[config.mk]
export PLATFORM = sky130hd
export DESIGN_NAME = inst_prefetch_queue
export DESIGN_NICKNAME = d
export VERILOG_FILES = /design/src/rtl/inst_prefetch_pkg.sv /design/src/rtl/inst_prefetch_queue_fifo.sv /design/src/rtl/inst_prefetch_queue.sv
export SDC_FILE = /design/constraint.sdc
export NUM_CORES = 1
export LEC_CHECK = 0
export ABC_AREA = 0
export CAP_MARGIN = 25
export CELL_PAD_IN_SITES_DETAIL_PLACEMENT = 1
export CELL_PAD_IN_SITES_GLOBAL_PLACEMENT = 2
export CORE_MARGIN = 5
export CORE_UTILIZATION = 35
export CTS_BUF_LIST = sky130_fd_sc_hd__clkbuf_8
export DETAILED_ROUTE_END_ITERATION = 10
export PLACE_DENSITY_LB_ADDON = 0.1
export SLEW_MARGIN = 20
export SYNTH_ARGS = -nofsm -noshare
export SYNTH_HDL_FRONTEND = slang
export SYNTH_HIERARCHICAL = 1
export SYNTH_SLANG_ARGS = --single-unit
[constraint.sdc]
create_clock -name clk -period 19.05 [get_ports clk]
set_clock_uncertainty 0.15 [all_clocks]
set_input_delay 3.81 -clock clk [delete_from_list [all_inputs] [get_ports clk]]
set_output_delay 3.81 -clock clk [all_outputs]
set_load 0.01 [all_outputs]
[src/rtl/inst_prefetch_pkg.sv]
// Shared constants and the queued {pc, inst} entry type for the instruction prefetch queue.
package inst_prefetch_pkg;

  localparam int DEPTH = 4;
  localparam int AW    = 32;
  localparam int DW    = 32;
  localparam int PTR_W = $clog2(DEPTH);
  localparam int CNT_W = PTR_W + 1;

  typedef struct packed {
    logic [AW-1:0] pc;
    logic [DW-1:0] inst;
  } entry_t;

endpackage

[src/rtl/inst_prefetch_queue_fifo.sv]
// Circular buffer of prefetched entries with push, pop and a clear that wins over both.
module prefetch_fifo
  import inst_prefetch_pkg::*;
(
  input  logic             clk,
  input  logic             rst_n,
  input  logic             push_i,
  input  logic             pop_i,
  input  logic             clear_i,
  input  entry_t           data_i,
  output entry_t           head_o,
  output logic [CNT_W-1:0] count_o,
  output logic             empty_o
);

  entry_t             mem_q [DEPTH];
  logic [PTR_W-1:0]   wr_ptr_q, wr_ptr_d;
  logic [PTR_W-1:0]   rd_ptr_q, rd_ptr_d;
  logic [CNT_W-1:0]   count_q, count_d;

  always_comb begin
    wr_ptr_d = wr_ptr_q + PTR_W'(push_i);
    rd_ptr_d = rd_ptr_q + PTR_W'(pop_i);
    count_d  = count_q + CNT_W'(push_i) - CNT_W'(pop_i);
    if (clear_i) begin
      wr_ptr_d = '0;
      rd_ptr_d = '0;
      count_d  = '0;
    end
  end

  // NOTE: state flops use non-blocking assignments so every flop samples pre-edge values.
  always_ff @(posedge clk or negedge rst_n) begin
    if (!rst_n) begin
      wr_ptr_q <= '0;
      rd_ptr_q <= '0;
      count_q  <= '0;
    end else begin
      wr_ptr_q <= wr_ptr_d;
      rd_ptr_q <= rd_ptr_d;
      count_q  <= count_d;
    end
  end

  // NOTE: storage has no reset; entries are only visible once count says they are valid.
  always_ff @(posedge clk) begin
    if (push_i && !clear_i) mem_q[wr_ptr_q] <= data_i;
  end

  assign empty_o = (count_q == '0);
  assign count_o = count_q;
  assign head_o  = empty_o ? '0 : mem_q[rd_ptr_q];

endmodule

[src/rtl/inst_prefetch_queue.sv]
// Instruction prefetch queue: sequential fetch with credit-limited requests and redirect flush.
// Optional `INST_PREFETCH_STATS_EN adds a saturating flush_count of discarded words.
module inst_prefetch_queue
  import inst_prefetch_pkg::*;
(
  input  logic          clk,
  input  logic          rst_n,
  input  logic          en,
  input  logic          redirect_valid,
  input  logic [AW-1:0] redirect_pc,
  output logic          mem_req_valid,
  input  logic          mem_req_ready,
  output logic [AW-1:0] mem_req_addr,
  input  logic          mem_rsp_valid,
  input  logic [DW-1:0] mem_rsp_data,
  output logic          out_valid,
  input  logic          out_ready,
  output logic [DW-1:0] out_inst,
  output logic [AW-1:0] out_pc
`ifdef INST_PREFETCH_STATS_EN
  ,
  output logic [15:0]   flush_count
`endif
);

  logic             active_q;
  logic [AW-1:0]    fetch_pc_q, fetch_pc_d;
  logic [AW-1:0]    pc_tag_q, pc_tag_d;
  logic [CNT_W-1:0] outstanding_q, outstanding_d;
  logic [CNT_W-1:0] drop_q, drop_d;
  logic [CNT_W-1:0] count;
  logic [CNT_W:0]   in_use;
  logic             req_fire, rsp_drop, push, pop, empty;
  entry_t           head, push_entry;

  // Queued plus outstanding words may never exceed DEPTH, so a push always finds room.
  assign in_use        = {1'b0, count} + {1'b0, outstanding_q};
  assign mem_req_valid = active_q & en & ~redirect_valid & (in_use < (CNT_W+1)'(DEPTH));
  assign mem_req_addr  = fetch_pc_q;
  assign req_fire      = mem_req_valid & mem_req_ready;

  // A response in the redirect cycle belongs to the old stream and is discarded.
  assign rsp_drop   = mem_rsp_valid & ((drop_q != '0) | redirect_valid);
  assign push       = mem_rsp_valid & ~rsp_drop;
  assign pop        = out_valid & out_ready & ~redirect_valid;
  assign push_entry = '{pc: pc_tag_q, inst: mem_rsp_data};

  // NOTE: every always_comb output gets a default first so no latch can be inferred.
  always_comb begin
    fetch_pc_d    = fetch_pc_q + AW'(req_fire);
    pc_tag_d      = pc_tag_q + AW'(push);
    outstanding_d = outstanding_q + CNT_W'(req_fire) - CNT_W'(mem_rsp_valid);
    drop_d        = drop_q - CNT_W'(rsp_drop);
    if (redirect_valid) begin
      fetch_pc_d = redirect_pc;
      pc_tag_d   = redirect_pc;
      drop_d     = outstanding_d;
    end
  end

  always_ff @(posedge clk or negedge rst_n) begin
    if (!rst_n) begin
      active_q      <= 1'b0;
      fetch_pc_q    <= '0;
      pc_tag_q      <= '0;
      outstanding_q <= '0;
      drop_q        <= '0;
    end else begin
      active_q      <= 1'b1;
      fetch_pc_q    <= fetch_pc_d;
      pc_tag_q      <= pc_tag_d;
      outstanding_q <= outstanding_d;
      drop_q        <= drop_d;
    end
  end

  prefetch_fifo u_fifo (
    .clk     (clk),
    .rst_n   (rst_n),
    .push_i  (push),
    .pop_i   (pop),
    .clear_i (redirect_valid),
    .data_i  (push_entry),
    .head_o  (head),
    .count_o (count),
    .empty_o (empty)
  );

  assign out_valid = ~empty;
  assign out_inst  = head.inst;
  assign out_pc    = head.pc;

`ifdef INST_PREFETCH_STATS_EN
  logic [15:0] flush_count_q, flush_count_d;
  logic [16:0] flush_sum;

  always_comb begin
    flush_sum     = {1'b0, flush_count_q} + 17'(rsp_drop)
                  + (redirect_valid ? 17'(count) : 17'd0);
    flush_count_d = flush_sum[16] ? 16'hFFFF : flush_sum[15:0];
  end

  always_ff @(posedge clk or negedge rst_n) begin
    if (!rst_n) flush_count_q <= '0;
    else        flush_count_q <= flush_count_d;
  end

  assign flush_count = flush_count_q;
`endif

endmodule

==> results.toml, run 1 <==
[run_status]
result_of_the_run = "finished, final reports clean"

[clocking]
clock_insertion_delay_worst_skew_ns = 0.64
tritoncts_num_sinks = 334
cts_inserted_buffers = 59
number_of_buffers_added_to_fix_hold_violations_after_cts = 0
cts_tree = "built"
cts-root-buf = "sky130_fd_sc_hd__clkbuf_8"
cts.repair_timing.setup_buffer_count = 0
h-tree-depth = 2
ctsLongestPathBuffers = 3
clk_pin_slew_ns = 0.06
cts-resized-gates = 0

[detailed_routing]
drt_pre_antenna_iters = 4
detail-route-antenna-nets = 0
via_count = 8485
finalWirelength_um = 35000
routed_wl_per_cell_um = 21.1
detail_route.drc_violations = 0
drtIter0Drc = 356
viasPerCell = 5.11

[synth]
synth_edf_count = 256
synth-seq-area-share = 0.677
synth-async-reset-ratio = 0.234
count_of_unique_library_cells_instantiated_by_yosys = 57
ys.warnings.count = 6
synth_top_flop_cell = "sky130_fd_sc_hd__edfxtp_1"
synth.net_count = 964
netlist_area_sq_um = 14200
synthesis.instances = 877
ff_latch_count_synth = 334
synthesis.area_per_instance_sq_um = 16.2

[cells_and_area]
final_common_cell = "sky130_fd_sc_hd__edfxtp_1"
layout-drive-gt1-share = 0.161
layout.filler_cells = 4065
layout.cells.most_common_list = "256 x sky130_fd_sc_hd__edfxtp_1, 166 x sky130_fd_sc_hd__clkdlybuf4s50_1, 76 x sky130_fd_sc_hd__dfrtp_1"
flow.area_growth_from_synthesis_pct = 23.3
fin_cells = 1661
num_antenna_cells = 0
layout.nets = 1169
regArea_sq_um = 9640
multi_input_combinational_cell_area_sq_um = 4310

[worst_setup_path]
critical_path.endpoint_type = "output pin"
setup.worst_path.start_class = "input pin"
arrival_time_of_the_worst_setup_path_ns = 5.51
worst-path-max-fanout = 59
reg2reg_slack_ns = 15.36
number_of_cells_on_the_worst_reg_to_reg_path = 11
critPathKind = "input pin to output pin"
worstPathRequired_ns = 15.09

[floorplan]
rows = 74
start_util = 0.351
floorplan.die_area_sq_um = 44800
num_io_pins = 169
floorplan.die.height_um = 212
coreArea_sq_um = 40600
die_w_um = 212

[global_routing]
grt_usage = 0.158
global_route.overflow_total = 0
top_usage_layer_grt = "met2"
grt.met2_usage = 0.250
first_global_vias = 9182
antenna_found_initial = 0
global_route.usage.met3 = 0.0351
grt_util_met1 = 0.220
first_pass_grt_wire_length_um = 54900
pin_count_of_the_biggest_net_entering_global_routing = 72

[place]
placedCellCount = 1552
detailedPlacementHpwl_um = 22000
finalWeightedCongestion = 0.727
port_buffers = 168

[sta]
clock_period_minus_final_worst_setup_slack_ns = 9.47
max_freq_ghz = 0.106
finalMaxSlewViolations = 0
timing_worst_slew_pin_value_ns = 0.919
fin_crit_sh = 0.497
finalSetupTns_ns = 0
timing_hold_violations_final = 0
timing.final.setup_violations = 0
timing.max_slew.rel_slack = 0.387
grt_setup_unrepaired = "false"

[pwr]
vdd_drop_max_v = 0.0000730
total_leakage_power_nw = 5.93
power_per_cell_area_nw_per_um2 = 110

[flow_run]
max_cap_viol_count = 0

[min_path]
worst_hold_path_type = "flip-flop to flip-flop"
holdPathStages = 1
==> where the power goes <==
part	switching, mW	internal, mW
registers	0.0487	0.822
logic	0.205	0.248
clock network	0.292	0.312
==> per-layer routing <==
metal	wire length [um]	part of all wire
met5	0	0
met4	703	0.020
met3	1900	0.054
met2	16400	0.47
met1	16000	0.46
==> flip-flops by register name, indices dropped and copies added, names as in the netlist <==
name             count
u_fifo/rd_ptr_q      2
active_q             1
mem_req_addr        32
outstanding_q        3
u_fifo/count_o       3
u_fifo/mem_q       256
pc_tag_q            32
u_fifo/wr_ptr_q      2
drop_q               3
==> layout make-up <==
| type | count | share of cell area |
|---|---|---|
| Multi-Input combinational cell | 483 | 0.245 |
| Inverter | 21 | 0.00449 |
| Timing Repair Buffer | 183 | 0.102 |
| Clock inverter | 46 | 0.0120 |
| Sequential cell | 334 | 0.549 |
| Clock buffer | 62 | 0.0486 |
| Tap cell | 532 | 0.0379 |
==> stage by stage <==
step                utilization  setup WS, ns  power, mW  instance area (sq um)  hold slack (ns)
global placement          0.406          9.58       1.35                  16500            0.354
global route              0.433          9.41       2.04                  17600            0.403
finish                    0.433          9.58       1.93                  17600            0.361
detailed placement        0.406          9.58       1.36                  16500            0.358
floorplan                     -          7.02       1.11                  14200            0.322
CTS                       0.433          9.58       1.98                  17500            0.371
==> critical path: stages <==
cell,delay [ns]
sky130_fd_sc_hd__buf_2,0.09
sky130_fd_sc_hd__buf_4,0.31
sky130_fd_sc_hd__nor4_1,0.34
sky130_fd_sc_hd__nand3_1,0.11
sky130_fd_sc_hd__a31oi_1,0.22
sky130_fd_sc_hd__clkdlybuf4s50_1,0.59
==> cells by family after synthesis <==
kind of cell / count (synthesis) / share of synthesized area
other cells: 1 / 0.000263
simple gates: 271 / 0.110
xor+xnor: 26 / 0.0170
fa+ha+maj: 16 / 0.0151
mux: 81 / 0.116
buf+inv: 60 / 0.0239
compound gates: 88 / 0.0416
flops: 334 / 0.677
==> cell usage after synthesis (all sizes together), types with 15 or more instances <==
| master | count | area (sq um) |
|---|---|---|
| nand4 | 19 | 134 |
| clkbuf | 21 | 78.8 |
| dfrtp | 78 | 1950 |
| o21ai | 19 | 95.1 |
| xnor2 | 21 | 184 |
| buf | 18 | 183 |
| mux4 | 64 | 1460 |
| a31oi | 24 | 150 |
| nand2 | 32 | 120 |
| mux2 | 15 | 169 |
| nor2 | 40 | 150 |
| edfxtp | 256 | 7690 |
| and2 | 67 | 419 |
| nand3 | 24 | 120 |
| or3 | 16 | 104 |
| inv | 20 | 75.1 |
==> path summary, 6_finish.rpt <==
| check | startpoint | to |
|---|---|---|
| setup / recovery | redirect_valid | mem_req_valid |
| hold / removal | outstanding_q[2]$_DFF_PN0_ | outstanding_q[2]$_DFF_PN0_ |
| setup reg to reg | outstanding_q[2]$_DFF_PN0_ | mem_req_addr[22]$_DFF_PN0_ |
| hold reg to reg | outstanding_q[2]$_DFF_PN0_ | outstanding_q[2]$_DFF_PN0_ |
| max in group asynchronous | rst_n | mem_req_addr[8]$_DFF_PN0_ |
| min in group asynchronous | rst_n | outstanding_q[2]$_DFF_PN0_ |
Power figures use the tool's default switching activity.
==> run 2: changes to the inputs <==
==> constraint.sdc (replaced) <==
create_clock -name clk -period 8.9 [get_ports clk]
set_clock_uncertainty 0.15 [all_clocks]
set_input_delay 1.78 -clock clk [delete_from_list [all_inputs] [get_ports clk]]
set_output_delay 1.78 -clock clk [all_outputs]
set_load 0.01 [all_outputs]
==> results.toml, run 2 (synthesized netlist as in run 1, its figures left out) <==
[worst_setup_path]
crit_path_max_incr_delay_ns = 0.82
slowest_stage = "sky130_fd_sc_hd__dfrtp_4"
critPathKind = "flip-flop to output pin"
arrival_time_of_the_worst_setup_path_ns = 3.53
reg2reg_slack_ns = 5.14
critical_path.top_delay_family = "buffers and inverters"
cell_breakdown_of_the_critical_path = "buf_4 -> mux4_2 -> and2_1 -> clkdlybuf4s50_1"
cp_num_buf_inv = 2
setup.worst_path.start_class = "flip-flop"
worstPathRequired_ns = 6.97
worst-path-max-fanout = 37
critical_path.endpoint_type = "output pin"

[sta]
timing.final.ws_setup_ns = 3.44
finalSetupTns_ns = 0
timing.final.setup_violations = 0
finalMaxSlewViolations = 0
worst_hold_margin_ns = 0.369
fin_crit_sh = 0.613
timing_hold_violations_final = 0
max_freq_ghz = 0.183
grt_setup_unrepaired = "false"
timing_worst_slew_pin_value_ns = 0.977
timing.max_slew.rel_slack = 0.349
clock_period_minus_final_worst_setup_slack_ns = 5.46

[clocking]
cts_inserted_buffers = 58
cts-root-buf = "sky130_fd_sc_hd__clkbuf_8"
tritoncts_num_sinks = 334
ctsLongestPathBuffers = 3
cts-resized-gates = 0
cts.repair_timing.setup_buffer_count = 0
number_of_buffers_added_to_fix_hold_violations_after_cts = 0
clk_pin_slew_ns = 0.06
clock_insertion_delay_worst_skew_ns = 0.63
h-tree-depth = 2
cts_tree = "built"

[detailed_routing]
finalWirelength_um = 35400
wl_met1_um = 15800
detail_route.drc_violations = 0
drt_pre_antenna_iters = 4
via_count = 8356
viasPerCell = 5.05
routed_wl_per_cell_um = 21.4
detailroute.wirelength.met3_um = 1830
detail-route-antenna-nets = 0
top_layer_used = "met4"
met2_wirelength_um = 17100
drtIter0Drc = 399

[run_status]
result_of_the_run = "finished, final reports clean"

[floorplan]
start_util = 0.351
num_io_pins = 169
floorplan.die_area_sq_um = 44800
coreArea_sq_um = 40600
floorplan.die.height_um = 212
rows = 74
die_w_um = 212

[flow_run]
max_cap_viol_count = 0

[cells_and_area]
final_common_cell = "sky130_fd_sc_hd__edfxtp_1"
largest_reg_flops = 256
flow.area_growth_from_synthesis_pct = 23.0
layout.nets = 1167
multi_input_combinational_cell_area_sq_um = 4310
regArea_sq_um = 9640
layout-drive-gt1-share = 0.160
num_antenna_cells = 0
regMostFlops = "u_fifo/mem_q"
layout.filler_cells = 4070
layout.cells.most_common_list = "256 x sky130_fd_sc_hd__edfxtp_1, 166 x sky130_fd_sc_hd__clkdlybuf4s50_1, 76 x sky130_fd_sc_hd__dfrtp_1"

[pwr]
vdd_drop_max_v = 0.000131
total_leakage_power_nw = 5.93
power_per_cell_area_nw_per_um2 = 234

[place]
detailedPlacementHpwl_um = 22200
finalWeightedCongestion = 0.768
dpl_worst_slack_ns = 3.57
port_buffers = 168

[global_routing]
first_global_vias = 9303
antenna_found_initial = 0
grt_usage = 0.161
pin_count_of_the_biggest_net_entering_global_routing = 72
global_route.overflow_total = 0
first_pass_grt_wire_length_um = 55600

[min_path]
worst_hold_path_type = "flip-flop to flip-flop"
## run 2: path summary, 6_finish.rpt
check,from,cells after the start,endpoint
setup / recovery,u_fifo/rd_ptr_q[0]$_DFF_PN0_,4,out_pc[18]
hold / removal,outstanding_q[2]$_DFF_PN0_,1,outstanding_q[2]$_DFF_PN0_
setup reg to reg,u_fifo/count_o[1]$_DFF_PN0_,11,mem_req_addr[20]$_DFF_PN0_
hold reg to reg,outstanding_q[2]$_DFF_PN0_,1,outstanding_q[2]$_DFF_PN0_
max in group asynchronous,rst_n,2,pc_tag_q[8]$_DFF_PN0_
min in group asynchronous,rst_n,1,outstanding_q[0]$_DFF_PN0_
## run 2: cell type report
type                       count  share of cell area
clock inverter                37             0.00864
sequential                   334               0.550
clock buffer                  65              0.0511
multi-input combinational    483               0.246
timing repair buffer         182               0.101
tap                          532              0.0380
inverter                      21             0.00450
## run 2: metal layers
| metal | vias up | GRT usage |
|---|---|---|
| li1 | 3875 | - |
| met5 | - | 0 |
| met1 | 4222 | 0.218 |
| met4 | 0 | 0.0413 |
| met3 | 49 | 0.0396 |
| met2 | 210 | 0.263 |
## run 2: where the power goes
| group | leakage [nW] | switching, mW | internal, mW | total [mW] |
|---|---|---|---|---|
| clock network | 0.631 | 0.603 | 0.660 | 1.26 |
| logic | 2.08 | 0.449 | 0.532 | 0.981 |
| registers | 3.21 | 0.103 | 1.76 | 1.86 |
| total | 5.93 | 1.15 | 2.95 | 4.11 |
## run 2: stage by stage
stage / instances / util / cell area (sq um) / total power [mW]
after detailed placement: 1552 / 0.406 / 16500 / 2.91
after floorplan: 877 / - / 14300 / 2.37
final: 1654 / 0.432 / 17500 / 4.11
after global placement: 1551 / 0.406 / 16500 / 2.90
after CTS: 1654 / 0.432 / 17500 / 4.21
after global routing: 1654 / 0.432 / 17500 / 4.37
==> run 3: changes to the inputs <==
==> constraint.sdc (replaced) <==
create_clock -name clk -period 4.4 [get_ports clk]
set_clock_uncertainty 0.15 [all_clocks]
set_input_delay 0.88 -clock clk [delete_from_list [all_inputs] [get_ports clk]]
set_output_delay 0.88 -clock clk [all_outputs]
set_load 0.01 [all_outputs]
==> results.toml, run 3 (synthesized netlist as in run 1, its figures left out) <==
[global_routing]
first_pass_grt_wire_length_um = 55200
global_route.overflow_total = 0
pin_count_of_the_biggest_net_entering_global_routing = 72
grt_usage = 0.159
first_global_vias = 9225
antenna_found_initial = 0

[detailed_routing]
routed_wl_per_cell_um = 21.3
finalWirelength_um = 35500
drt_pre_antenna_iters = 4
detail_route.drc_violations = 0
drtIter0Drc = 311
detail-route-antenna-nets = 0
via_count = 8519
viasPerCell = 5.10

[worst_setup_path]
critical_path.top_delay_family = "simple AND/OR/NAND/NOR gates"
reg2reg_slack_ns = 0.88
crit_path_max_incr_delay_ns = 0.82
regToRegEndpoint = "mem_req_addr[22]$_DFF_PN0_"
slowest_stage = "sky130_fd_sc_hd__or3_2"
worst-path-max-fanout = 38
timing.rr.start = "outstanding_q[1]$_DFF_PN0_"
arrival_time_of_the_worst_setup_path_ns = 2.92
critPathKind = "flip-flop to output pin"
critical_path.endpoint_type = "output pin"
cell_breakdown_of_the_critical_path = "or3_2 -> buf_4 -> and2_1 -> clkdlybuf4s50_1"
worstPathRequired_ns = 3.37
setup.worst_path.start_class = "flip-flop"
number_of_cells_on_the_worst_reg_to_reg_path = 11
cp_num_buf_inv = 2

[sta]
timing.final.setup_violations = 0
timing.max_slew.rel_slack = 0.422
timing_worst_slew_pin_value_ns = 0.867
clock_period_minus_final_worst_setup_slack_ns = 3.95
timing.final.ws_setup_ns = 0.454
finalMaxSlewViolations = 0
finalSetupTns_ns = 0
worst_hold_margin_ns = 0.364
timing_hold_violations_final = 0
fin_crit_sh = 0.897
max_freq_ghz = 0.253
grt_setup_unrepaired = "false"

[pwr]
fin_total_pwr_mw = 8.45
intPower_mw = 6.05
vdd_drop_max_v = 0.000202
power_per_cell_area_nw_per_um2 = 476
comb_power_share = 0.243
total_leakage_power_nw = 6.00
sequentialPowerShare = 0.444
pwr-share-clk = 0.313
switching_pwr_mw = 2.40
netSwitchingFraction = 0.284

[clocking]
cts.repair_timing.setup_buffer_count = 0
h-tree-depth = 2
cts-root-buf = "sky130_fd_sc_hd__clkbuf_8"
tritoncts_num_sinks = 334
cts_tree = "built"
clock_insertion_delay_worst_skew_ns = 0.63
clk_pin_slew_ns = 0.06
cts_inserted_buffers = 58
cts-resized-gates = 0
ctsLongestPathBuffers = 3

[place]
placedCellCount = 1556
finalWeightedCongestion = 0.753
port_buffers = 168
dpl_worst_slack_ns = 0.359
detailedPlacementHpwl_um = 22200

[floorplan]
floorplan.die.height_um = 212
rows = 74
floorplan.die_area_sq_um = 44800
start_util = 0.351
num_io_pins = 169
die_w_um = 212
coreArea_sq_um = 40600

[min_path]
worst_hold_path_type = "flip-flop to flip-flop"
hold_end = "outstanding_q[2]$_DFF_PN0_"
holdPathStages = 1
min-delay-start = "outstanding_q[2]$_DFF_PN0_"

[cells_and_area]
layout.nets = 1173
final_common_cell = "sky130_fd_sc_hd__edfxtp_1"
largest_reg_flops = 256
layout.filler_cells = 4066
layout.cells.most_common_list = "256 x sky130_fd_sc_hd__edfxtp_1, 166 x sky130_fd_sc_hd__clkdlybuf4s50_1, 76 x sky130_fd_sc_hd__dfrtp_1"
layout-drive-gt1-share = 0.159
fin_cells = 1669
flow.area_growth_from_synthesis_pct = 24.6
regMostFlops = "u_fifo/mem_q"

[flow_run]
max_cap_viol_count = 0

[run_status]
result_of_the_run = "finished, final reports clean"
==> run 3: changes by cell type in the layout (fill, tap and decap cells not counted), sizes merged <==
cell         delta
inv             +3
clkinv          +9
diode           +1
dlygate4sd3     +1
bufinv          +2
clkbuf          -5
buf             +5
clkinvlp        -1
==> run 3: power by group through the flow <==
stage / Clock, mW / Combinational, mW / Sequential [mW]
global route: 2.93 / 2.25 / 3.77
CTS: 2.77 / 2.13 / 3.75
floorplan: 0 / 1.05 / 3.75
detailed placement: 0 / 2.12 / 3.81
global placement: 0 / 2.12 / 3.81
finish: 2.65 / 2.05 / 3.75
==> run 3: how the worst max path moves through the flow <==
stage	depth (start not counted)	to	startpoint	slack, ns
6_report	4	out_inst[19]	u_fifo/count_o[1]$_DFF_PN0_	0.45
5_1_grt	4	out_inst[9]	u_fifo/count_o[1]$_DFF_PN0_	0.26
4_1_cts	4	out_inst[19]	u_fifo/count_o[1]$_DFF_PN0_	0.29
3_5_place_dp	11	mem_req_addr[22]$_DFF_PN0_	redirect_valid	0.36
3_3_place_gp	11	mem_req_addr[22]$_DFF_PN0_	redirect_valid	0.37
2_1_floorplan	4	u_fifo/mem_q[2][0]$_DFFE_PP_	redirect_valid	0.03
==> run 3: timing repair <==
item | 4_1_cts | 5_1_grt
setup endpoints to repair | 0 | 0
hold buffers | 0 | 1
hold endpoints to repair | 0 | 19
==> run 3: per-stage QoR <==
step | instance area [sq um] | utilization
5_1_grt | 17800 | 0.438
3_3_place_gp | 16600 | 0.410
3_5_place_dp | 16600 | 0.410
4_1_cts | 17700 | 0.437
6_report | 17800 | 0.438
2_1_floorplan | 14300 | -
==> run 3: cell type report <==
cell class                 count  area (sq um)  area share
clock inverter                50           254      0.0143
timing repair buffer         188          1960       0.110
inverter                      21          78.8     0.00444
clock buffer                  60           826      0.0465
multi-input combinational    483          4320       0.243
antenna                        1          2.50    0.000141
sequential                   334          9640       0.543
tap                          532           666      0.0375
==> run 3: layer usage <==
metal,GRT usage,vias up,share of wire
met4,0.0460,0,0.018
met3,0.0326,46,0.047
li1,-,3900,-
met5,0,-,0
met2,0.247,202,0.46
met1,0.227,4371,0.48
==> run 3: worst register-to-register path: stages, from the launching register on <==
cell and delay [ns]:
sky130_fd_sc_hd__dfrtp_1 0.42, sky130_fd_sc_hd__ha_1 0.21, sky130_fd_sc_hd__nor4_1 0.24, sky130_fd_sc_hd__nand3_1 0.11
sky130_fd_sc_hd__a31oi_1 0.22, sky130_fd_sc_hd__and2_1 0.25, sky130_fd_sc_hd__ha_1 0.20, sky130_fd_sc_hd__ha_1 0.17
sky130_fd_sc_hd__nand4_1 0.29, sky130_fd_sc_hd__or3_2 0.60, sky130_fd_sc_hd__or4_1 0.42, sky130_fd_sc_hd__a31oi_1 0.17
